`src/rtl/float_dot_pkg.sv`:
```
// Shared constants and FSM state type for the half-precision dot-product feeder.
package float_dot_pkg;

    localparam int REG_SIZE = 16;
    localparam int EXP_SIZE = 5;
    localparam int FRA_SIZE = 10;
    localparam int BIAS     = 15;
    localparam int DEPTH    = 8;
    localparam int ADDR_W   = 3;

    typedef enum logic [1:0] {
        IDLE,
        PRESENT,
        GAP,
        DONE
    } state_t;

endpackage

```
`src/rtl/float_dot_feeder_if.sv`:
```
// Operand-pair valid/ready link between the feeder and the dot-product accumulator.
interface float_dot_feeder_if #(
    parameter int W = 16
);
    logic [W-1:0] dataOut1_44;
    logic [W-1:0] dataOut2_44;
    logic         valid_44;
    logic         ready_44;

    modport master (
        output dataOut1_44,
        output dataOut2_44,
        output valid_44,
        input  ready_44
    );

    modport slave (
        input  dataOut1_44,
        input  dataOut2_44,
        input  valid_44,
        output ready_44
    );
endinterface

```
`src/rtl/float_vec_bank.sv`:
```
// Dual register bank (A/B): one write port, one combinational paired read port.
module float_vec_bank #(
    parameter int W  = float_dot_pkg::REG_SIZE,
    parameter int N  = float_dot_pkg::DEPTH,
    parameter int AW = float_dot_pkg::ADDR_W
) (
    input  logic          clk_44,
    input  logic          reset_44,
    input  logic          wr_en,
    input  logic          wr_sel,
    input  logic [AW-1:0] wr_addr,
    input  logic [W-1:0]  wr_data,
    input  logic [AW-1:0] rd_addr,
    output logic [W-1:0]  rd_a,
    output logic [W-1:0]  rd_b
);
    logic [W-1:0] bank_a [N];
    logic [W-1:0] bank_b [N];

    always_ff @(posedge clk_44 or negedge reset_44) begin
        if (!reset_44) begin
            for (int i = 0; i < N; i++) begin
                bank_a[i] <= '0;
                bank_b[i] <= '0;
            end
        end else if (wr_en) begin
            if (wr_sel) bank_b[wr_addr] <= wr_data;
            else        bank_a[wr_addr] <= wr_data;
        end
    end

    assign rd_a = bank_a[rd_addr];
    assign rd_b = bank_b[rd_addr];
endmodule

```
`src/rtl/float_dot_feeder.sv`:
```
// Streams (A[i], B[i]) pairs from the banks to the accumulator over valid/ready.
module float_dot_feeder #(
    parameter int REG_SIZE   = float_dot_pkg::REG_SIZE,
    parameter int DEPTH      = float_dot_pkg::DEPTH,
    parameter int ADDR_W     = float_dot_pkg::ADDR_W,
    parameter int GAP_CYCLES = 0
) (
    input  logic                clk_44,
    input  logic                reset_44,
    input  logic                wr_en_44,
    input  logic                wr_sel_44,
    input  logic [ADDR_W-1:0]   wr_addr_44,
    input  logic [REG_SIZE-1:0] wr_data_44,
    input  logic [ADDR_W:0]     len_44,
    input  logic                start_44,
    output logic                busy_44,
    output logic                done_44,
    float_dot_feeder_if.master  pair
);
    import float_dot_pkg::*;

    localparam int GW = (GAP_CYCLES > 1) ? $clog2(GAP_CYCLES) : 1;
    localparam logic [ADDR_W:0] DEPTH_L = (ADDR_W+1)'(DEPTH);

    state_t              state, state_d;
    logic [ADDR_W:0]     idx, idx_nx, len_q, len_eff;
    logic [GW-1:0]       gap_cnt;
    logic [ADDR_W-1:0]   rd_addr;
    logic [REG_SIZE-1:0] rd_a, rd_b;
    logic                load, xfer, last, idle_start;

    assign len_eff    = (len_44 > DEPTH_L) ? DEPTH_L : len_44;
    assign idx_nx     = idx + 1'b1;
    assign last       = (idx_nx == len_q);
    assign xfer       = (state == PRESENT) && pair.ready_44;
    assign idle_start = (state == IDLE) && start_44;

    assign pair.valid_44 = (state == PRESENT);
    assign busy_44       = (state != IDLE);
    assign done_44       = (state == DONE);

    // Address of the pair that the next load captures.
    always_comb begin
        rd_addr = idx[ADDR_W-1:0];
        unique case (state)
            IDLE:    rd_addr = '0;
            PRESENT: rd_addr = idx_nx[ADDR_W-1:0];
            default: rd_addr = idx[ADDR_W-1:0];
        endcase
    end

    float_vec_bank #(
        .W  (REG_SIZE),
        .N  (DEPTH),
        .AW (ADDR_W)
    ) u_bank (
        .clk_44   (clk_44),
        .reset_44 (reset_44),
        .wr_en    (wr_en_44 && (state == IDLE)),
        .wr_sel   (wr_sel_44),
        .wr_addr  (wr_addr_44),
        .wr_data  (wr_data_44),
        .rd_addr  (rd_addr),
        .rd_a     (rd_a),
        .rd_b     (rd_b)
    );

    always_ff @(posedge clk_44 or negedge reset_44) begin
        if (!reset_44) state <= IDLE;
        else           state <= state_d;
    end

    always_comb begin
        state_d = state;
        load    = 1'b0;
        unique case (state)
            IDLE: begin
                if (start_44) begin
                    if (len_eff == '0) begin
                        state_d = DONE;
                    end else begin
                        state_d = PRESENT;
                        load    = 1'b1;
                    end
                end
            end
            PRESENT: begin
                if (pair.ready_44) begin
                    if (last)                state_d = DONE;
                    else if (GAP_CYCLES > 0) state_d = GAP;
                    else                     load    = 1'b1;
                end
            end
            GAP: begin
                if (gap_cnt == '0) begin
                    state_d = PRESENT;
                    load    = 1'b1;
                end
            end
            DONE:    state_d = IDLE;
            default: state_d = IDLE;
        endcase
    end

    always_ff @(posedge clk_44 or negedge reset_44) begin
        if (!reset_44) begin
            idx              <= '0;
            len_q            <= '0;
            gap_cnt          <= '0;
            pair.dataOut1_44 <= '0;
            pair.dataOut2_44 <= '0;
        end else begin
            if (idle_start) begin
                len_q <= len_eff;
                idx   <= '0;
            end else if (xfer) begin
                idx <= idx_nx;
            end
            if (xfer && !last && (GAP_CYCLES > 0)) begin
                gap_cnt <= GW'(GAP_CYCLES - 1);
            end else if ((state == GAP) && (gap_cnt != '0)) begin
                gap_cnt <= gap_cnt - 1'b1;
            end
            if (load) begin
                pair.dataOut1_44 <= rd_a;
                pair.dataOut2_44 <= rd_b;
            end
        end
    end
endmodule

```
`src/flat_wrapper.sv`:
```
// flat-port wrapper written by rule: the top's interface ports become plain ports
module float_dot_feeder_flat import float_dot_pkg::*;
#(
    parameter int REG_SIZE   = float_dot_pkg::REG_SIZE,
    parameter int DEPTH      = float_dot_pkg::DEPTH,
    parameter int ADDR_W     = float_dot_pkg::ADDR_W,
    parameter int GAP_CYCLES = 0
)
  (clk_44, reset_44, wr_en_44, wr_sel_44, wr_addr_44, wr_data_44, len_44, start_44, busy_44, done_44, pair_dataOut1_44, pair_dataOut2_44, pair_valid_44, pair_ready_44);
  float_dot_feeder_if #(.W(16)) pair_i ();
  input  logic clk_44;
  input  logic reset_44;
  input  logic wr_en_44;
  input  logic wr_sel_44;
  input  logic [ADDR_W-1:0] wr_addr_44;
  input  logic [REG_SIZE-1:0] wr_data_44;
  input  logic [ADDR_W:0] len_44;
  input  logic start_44;
  output logic busy_44;
  output logic done_44;
  output wire logic [$bits(pair_i.dataOut1_44)-1:0] pair_dataOut1_44;
  output wire logic [$bits(pair_i.dataOut2_44)-1:0] pair_dataOut2_44;
  output wire logic [$bits(pair_i.valid_44)-1:0] pair_valid_44;
  input wire logic [$bits(pair_i.ready_44)-1:0] pair_ready_44;
  assign pair_dataOut1_44 = pair_i.dataOut1_44;
  assign pair_dataOut2_44 = pair_i.dataOut2_44;
  assign pair_valid_44 = pair_i.valid_44;
  assign pair_i.ready_44 = pair_ready_44;
  float_dot_feeder #(.REG_SIZE(REG_SIZE), .DEPTH(DEPTH), .ADDR_W(ADDR_W), .GAP_CYCLES(GAP_CYCLES)) u_core (.clk_44(clk_44), .reset_44(reset_44), .wr_en_44(wr_en_44), .wr_sel_44(wr_sel_44), .wr_addr_44(wr_addr_44), .wr_data_44(wr_data_44), .len_44(len_44), .start_44(start_44), .busy_44(busy_44), .done_44(done_44), .pair(pair_i));
endmodule
```
`config.mk`:
```
export PLATFORM = sky130hd
export DESIGN_NAME = float_dot_feeder_flat
export DESIGN_NICKNAME = d
export VERILOG_FILES = /design/src/rtl/float_dot_pkg.sv /design/src/rtl/float_dot_feeder_if.sv /design/src/rtl/float_vec_bank.sv /design/src/rtl/float_dot_feeder.sv /design/src/flat_wrapper.sv
export SDC_FILE = /design/constraint.sdc
export NUM_CORES = 1
export LEC_CHECK = 0
export ABC_AREA = 1
export BUFFER_PORTS_ARGS = -buffer_cell sky130_fd_sc_hd__buf_2
export CAP_MARGIN = 20
export CORE_MARGIN = 2
export CORE_UTILIZATION = 35
export CTS_CLUSTER_DIAMETER = 50
export DETAILED_ROUTE_END_ITERATION = 10
export GPL_ROUTABILITY_DRIVEN = 0
export GPL_TIMING_DRIVEN = 0
export PLACE_DENSITY = 0.58
export SLEW_MARGIN = 20
export SYNTH_ARGS = -nofsm -noshare
export SYNTH_HDL_FRONTEND = slang
export SYNTH_HIERARCHICAL = 1
export SYNTH_SLANG_ARGS = --single-unit
```
`constraint.sdc`:
```
create_clock -name clk_44 -period 2.7 [get_ports clk_44]
set_input_delay 0.135 -clock clk_44 [delete_from_list [all_inputs] [get_ports clk_44]]
set_output_delay 0.135 -clock clk_44 [all_outputs]
set_load 0.05 [all_outputs]
```
==> impl_metrics.env, run 1 <==
export IMPL_num_antenna_cells=0
export IMPL_ys_async_sr_fraction_pct=100
export IMPL_synth_edf_count=0
export IMPL_finalSetupViolCount=0
export IMPL_status="complete, no violations"
export IMPL_antenna_found_initial=0
export IMPL_p_clk_share_pct=20.6
export IMPL_yosysMostFrequentCell="nand2_1"
export IMPL_grt_max_degree=99
export IMPL_synth_largest_area_cell="dfrtp_1"
export IMPL_dieArea_um2=43400
export IMPL_placedInstanceArea_um2=15600
export IMPL_fp_row_count=74
export IMPL_worstPathCellList="inv_1 > o21ai_0 > buf_2 > buf_1 > nand2_1 > nand3_1 > nand2_1 > nand2_1 > nand2_1 > nand2_2 > nand2_1"
export IMPL_cts_root_buf="clkbuf_16"
export IMPL_r2r_slack_ns=0.08
export IMPL_synth_ff_type="dfrtp_1"
export IMPL_period_needed_ns=2.62
export IMPL_min_path_type="input pin to flip-flop"
export IMPL_power_frac_seq_pct=29.1
export IMPL_r2r_end="u_core/pair.dataOut2_44[14]"
export IMPL_worstMarginPinSlew_ns=0.934
export IMPL_clockBufferDepth=3
export IMPL_internal_power_mw=12.6
export IMPL_synth_nets=2027
export IMPL_viasPerCell=4.84
export IMPL_route_detailed_wl_per_inst_um=16.9
export IMPL_numCtsBuffers=38
export IMPL_cpLargestDelayFamily="buffers and inverters"
export IMPL_numClockSinks=299
export IMPL_drv_slew=0
export IMPL_endpoint_kind="flip-flop"
export IMPL_gr_total_overflow=0
export IMPL_min_to="u_core/u_bank/bank_a[111]"
export IMPL_worstReg2RegStart="u_core/state[1]"
export IMPL_worst_path_buf_inv=3
export IMPL_pin_count=64
export IMPL_drv_cap=0
export IMPL_die_h_um=208
export IMPL_antenna_left=0
export IMPL_hpwl_um=32100
export IMPL_worstSetupStartpointType="flip-flop"
export IMPL_yosysSeqAreaShare_pct=51.2
export IMPL_fin_skew_ns=0.0216
export IMPL_synth_cells=1997
export IMPL_netlist_area_um2=14600
export IMPL_power_switching_mw=11.3
export IMPL_ir_worst_vdd_mv=0.533
export IMPL_p_per_area_nw_per_um2=1410
export IMPL_period_share_pct=97.0
export IMPL_cpMostUsedCell="nand2_1"
export IMPL_coreArea_um2=41000
export IMPL_layout_cells_non_filler=2653
export IMPL_max_freq_ghz=0.382
export IMPL_firstDrtPassIters=7
export IMPL_drtIter0Drc=1269
export IMPL_swShare_pct=47.3
export IMPL_cts_setup_buffers=0
export IMPL_power_leakage_nw=8.66
export IMPL_die_width_um=208
export IMPL_utilization_pct=41.2
export IMPL_place_inst=2578
export IMPL_hold_worst_slack_ns=0.117
export IMPL_hold_viol=0
export IMPL_path_class="flip-flop to flip-flop"
export IMPL_grt_use_total_pct=21.0
export IMPL_areaGrowthSynthToFinish_pct=15.8
export IMPL_worst_r2r_cell_count=11
export IMPL_ys_warnings_count=6
export IMPL_routed_wl_um=44900
export IMPL_yosysTopAreaCellShare_pct=51.2
export IMPL_synthTopCellsByArea="dfrtp_1, nand2_1, o21ai_0"
export IMPL_crit_path_top_delay_cell="buf_1"
export IMPL_vias=12835
export IMPL_grt_pass1_wl_um=70900
export IMPL_clk_latency_ns=0.53
export IMPL_final_area_um2=16900
export IMPL_clk_pin_slew_ns=0.06
export IMPL_cts_tree="done"
export IMPL_htreeDepth=2
export IMPL_critPathLaunch="u_core/state[1]"
export IMPL_grt_pass1_vias=12200
export IMPL_path_max_fanout=10
export IMPL_port_buffers=46
export IMPL_finalPower_mw=23.9
export IMPL_finalNetCount=2126
export IMPL_arrival_ns=3.04
export IMPL_yosysUniqueCellTypes=23
export IMPL_comb_power_share_pct=50.3
export IMPL_slew_headroom_pct=37.7
export IMPL_hold_depth=5
export IMPL_start_util_pct=35.6
export IMPL_hp_start="wr_sel_44"
export IMPL_drive_above_1_share_pct=8.63
export IMPL_critPathRequiredTime_ns=3.12
export IMPL_yosys_register_bits=299
export IMPL_postSynthAreaPerCell_um2=7.31
export IMPL_slowest_delay_ns=0.44
export IMPL_synth_commonest_cells="nand2_1, dfrtp_1, inv_1"
export IMPL_drc=0
[power groups by stage]
stage                     combinational, mW  clock (mW)  sequential (mW)
final                                  12.0        4.92             6.93
after global routing                   13.5        5.21             7.12
after CTS                              11.9        5.00             6.93
after detailed placement               11.8           0             7.00
after global placement                 11.7           0             6.96
after floorplan                        7.48           0             7.56
[worst reg2reg max path, delay by kind of cell, from the launching register on]
family | cells | cell delay [ns]
AO/OA/AOI/OAI | 1 | 0.39
buffers and inverters | 3 | 0.92
flip-flops | 1 | 0.43
AND/OR/NAND/NOR | 7 | 0.77
[layer usage]
| layer | share of wire [%] | up-vias | track usage, % |
|---|---|---|---|
| met5 | 0 | - | 0 |
| met4 | 4.2 | 0 | 8.31 |
| met3 | 7.2 | 76 | 2.88 |
| met2 | 43 | 429 | 31.9 |
| met1 | 46 | 6037 | 30.2 |
| li1 | - | 6293 | - |
[worst max path at each step]
| stage | cells after the start | slack [ns] | end |
|---|---|---|---|
| after floorplan | 11 | 0.56 | u_core/pair.dataOut2_44[14] |
| after global placement | 1 | -4.27 | u_core/u_bank/bank_a[121] |
| after detailed placement | 11 | -0.02 | u_core/pair.dataOut1_44[14] |
| after CTS | 11 | 0.04 | u_core/pair.dataOut2_44[14] |
| after global routing | 11 | -0.003 | u_core/pair.dataOut1_44[14] |
| final | 11 | 0.08 | u_core/pair.dataOut2_44[14] |
[cells by family after synthesis]
kind of cell    Yosys count  synth area share [%]
flops                   299                  51.2
fa+ha+maj                 1                0.0857
simple gates           1028                  28.7
compound gates          240                  8.38
buf+inv                 429                  11.6
[cells in the final DEF (no fill, tap or decap), types with 2 or more instances in the layout]
master,n
inv_6,3
nor3_1,2
nand2_1,783
nor2_1,12
o21ai_0,230
dlygate4sd3_1,10
o22ai_1,6
inv_2,7
nand3_1,209
buf_4,4
a21oi_1,2
dfrtp_1,299
clkbuf_1,74
inv_8,3
buf_2,77
nor2_2,4
clkbuf_16,39
clkinv_2,4
buf_16,3
clkinvlp_4,4
clkbuf_2,8
nand2_2,13
inv_1,297
buf_1,10
buf_6,3
nand4_1,2
nand2_4,2
clkbuf_8,5
[what timing repair did]
action                                  CTS  global route
hold endpoints to repair                 65             0
resized for setup                         2            10
hold buffers                             10             0
cloned                                    0             0
pin swaps                                 0             0
endpoints found under the setup margin    5            22
[final cells by class]
type	count	area [µm²]
Fill cell	4268	24100
Sequential cell	299	7480
Multi-Input combinational cell	1269	5430
Inverter	304	1140
Clock buffer	50	1070
Tap cell	532	666
Buffer	125	557
Timing Repair Buffer	59	423
Clock inverter	15	140
[registers in the layout, indices dropped and copies added (netlist names)]
| register | cells |
|---|---|
| u_core/gap_cnt | 1 |
| u_core/idx | 4 |
| u_core/u_bank/bank_a | 128 |
| u_core/pair.dataOut1_44 | 16 |
| u_core/pair.dataOut2_44 | 16 |
| u_core/state | 2 |
| u_core/u_bank/bank_b | 128 |
| u_core/len_q | 4 |
[through the flow]
step / setup TNS, ns / setup WS, ns
after floorplan: 0 / 0.555
after global placement: -1265.42 / -4.27
after detailed placement: -0.0176 / -0.0176
after CTS: 0 / 0.0438
after global routing: -0.00280 / -0.00280
final: 0 / 0.0812
Power figures use the tool's default switching activity.
==> run 2: changes to the inputs <==
MAX_ROUTING_LAYER = met4   (was default)
==> run 2 against run 1 <==
Against the previous run: register-to-register slack better by 0.05 ns; critical path depth unchanged; worst setup slack improved by 0.046 ns; largest power group unchanged; largest cell class unchanged; sequential cell count unchanged.
==> impl_metrics.env, run 2 (synthesis results as in run 1) <==
export IMPL_status="complete, no violations"
export IMPL_arrival_ns=2.99
export IMPL_grt_use_total_pct=21.6
export IMPL_p_per_area_nw_per_um2=1410
export IMPL_critPathRequiredTime_ns=3.12
export IMPL_vias=12810
export IMPL_antenna_found_initial=0
export IMPL_worstMarginPinSlew_ns=0.962
export IMPL_htreeDepth=2
export IMPL_slew_headroom_pct=35.9
export IMPL_final_cell_mix="nand2_1, dfrtp_1, inv_1"
export IMPL_finalPower_mw=23.8
export IMPL_fp_row_count=74
export IMPL_worstPathCellList="inv_1 > o21ai_0 > buf_2 > buf_1 > nand2_1 > nand3_1 > nand2_1 > nand2_1 > nand2_1 > nand2_2 > nand2_1"
export IMPL_cts_setup_buffers=0
export IMPL_gr_total_overflow=0
export IMPL_drv_cap=0
export IMPL_pin_count=64
export IMPL_layout_commonest_cell="nand2_1"
export IMPL_num_antenna_cells=0
export IMPL_utilization_pct=41.2
export IMPL_grt_pass1_wl_um=70900
export IMPL_max_freq_ghz=0.389
export IMPL_fin_skew_ns=0.0190
export IMPL_die_h_um=208
export IMPL_route_detailed_wl_per_inst_um=16.9
export IMPL_path_class="flip-flop to flip-flop"
export IMPL_worstSetupStartpointType="flip-flop"
export IMPL_numCtsBuffers=38
export IMPL_firstDrtPassIters=6
export IMPL_clockBufferDepth=3
export IMPL_endpoint_kind="flip-flop"
export IMPL_port_buffers=46
export IMPL_layout_cells_non_filler=2653
export IMPL_drtIter0Drc=1263
export IMPL_period_share_pct=95.3
export IMPL_coreArea_um2=41000
export IMPL_grt_max_degree=99
export IMPL_drc=0
export IMPL_hold_worst_slack_ns=0.120
export IMPL_top_regs="u_core/u_bank/bank_a x128, u_core/u_bank/bank_b x128"
export IMPL_period_needed_ns=2.57
export IMPL_hpwl_um=32100
export IMPL_power_leakage_nw=8.66
export IMPL_drv_slew=0
export IMPL_final_area_um2=16900
export IMPL_dieArea_um2=43400
export IMPL_tns_ns=0
export IMPL_clk_pin_slew_ns=0.06
export IMPL_placedInstanceArea_um2=15600
export IMPL_drive_above_1_share_pct=8.63
export IMPL_areaGrowthSynthToFinish_pct=15.8
export IMPL_crit_path_top_delay_cell="dfrtp_1"
export IMPL_path_max_fanout=10
export IMPL_finalSetupViolCount=0
export IMPL_place_inst=2578
export IMPL_hold_viol=0
export IMPL_finalNetCount=2126
export IMPL_die_width_um=208
export IMPL_clk_latency_ns=0.53
export IMPL_viasPerCell=4.83
export IMPL_cts_root_buf="clkbuf_16"
export IMPL_fin_ws_ns=0.127
export IMPL_routed_wl_um=44800
export IMPL_grt_pass1_vias=12206
export IMPL_cpMostUsedCell="nand2_1"
export IMPL_cts_tree="done"
export IMPL_antenna_left=0
export IMPL_ir_worst_vdd_mv=0.533
export IMPL_start_util_pct=35.6
export IMPL_numClockSinks=299
export IMPL_min_path_type="input pin to flip-flop"
export IMPL_place_ws_ns=-0.0176
export IMPL_slowest_delay_ns=0.43
-- run 2: worst max-delay path, delay by kind of cell, from the launching register on --
family / cells / cell delay, ns
compound gates: 1 / 0.36
buf+inv: 3 / 0.89
flops: 1 / 0.43
simple gates: 7 / 0.76
-- run 2: layer usage --
metal  up-vias  part of all wire (%)  GRT usage, %
met4         0                   3.9          8.24
met5         -                     0             -
met3        69                   6.5          2.79
met1      6038                    46          30.4
met2       400                    43          31.9
li1       6303                     -             -
-- run 2: final timing paths --
| kind | startpoint | to | slack [ns] | depth (start not counted) |
|---|---|---|---|---|
| setup reg to reg | u_core/state[1] | u_core/pair.dataOut2_44[14] | 0.13 | 11 |
| max in group asynchronous | reset_44 | u_core/u_bank/bank_a[121] | 1.28 | 4 |
| min in group asynchronous | reset_44 | u_core/pair.dataOut2_44[11] | 0.13 | 2 |
| setup / recovery | u_core/state[1] | u_core/pair.dataOut2_44[14] | 0.13 | 11 |
| hold / removal | wr_sel_44 | u_core/u_bank/bank_a[111] | 0.12 | 5 |
| hold reg to reg | u_core/u_bank/bank_a[24] | u_core/u_bank/bank_a[24] | 0.47 | 2 |
-- run 2: area by class of cell --
class | count | area (µm²)
well taps | 532 | 666
multi-input cells | 1269 | 5430
repair buffers | 59 | 423
flip-flops and latches | 299 | 7480
inverters | 304 | 1140
plain buffers | 125 | 557
clock buffers | 50 | 1070
clock inverters | 15 | 140
fillers | 4268 | 24100
-- run 2: power by group --
group,switching [mW],internal (mW)
registers,0.722,6.21
logic,8.54,3.45
clock network,2.01,2.91
-- run 2: timing repair --
item / in CTS / in global routing
endpoints found under the setup margin: 5 / 22
hold buffers: 10 / 0
gates resized for setup: 2 / 10
hold endpoints to repair: 65 / 0
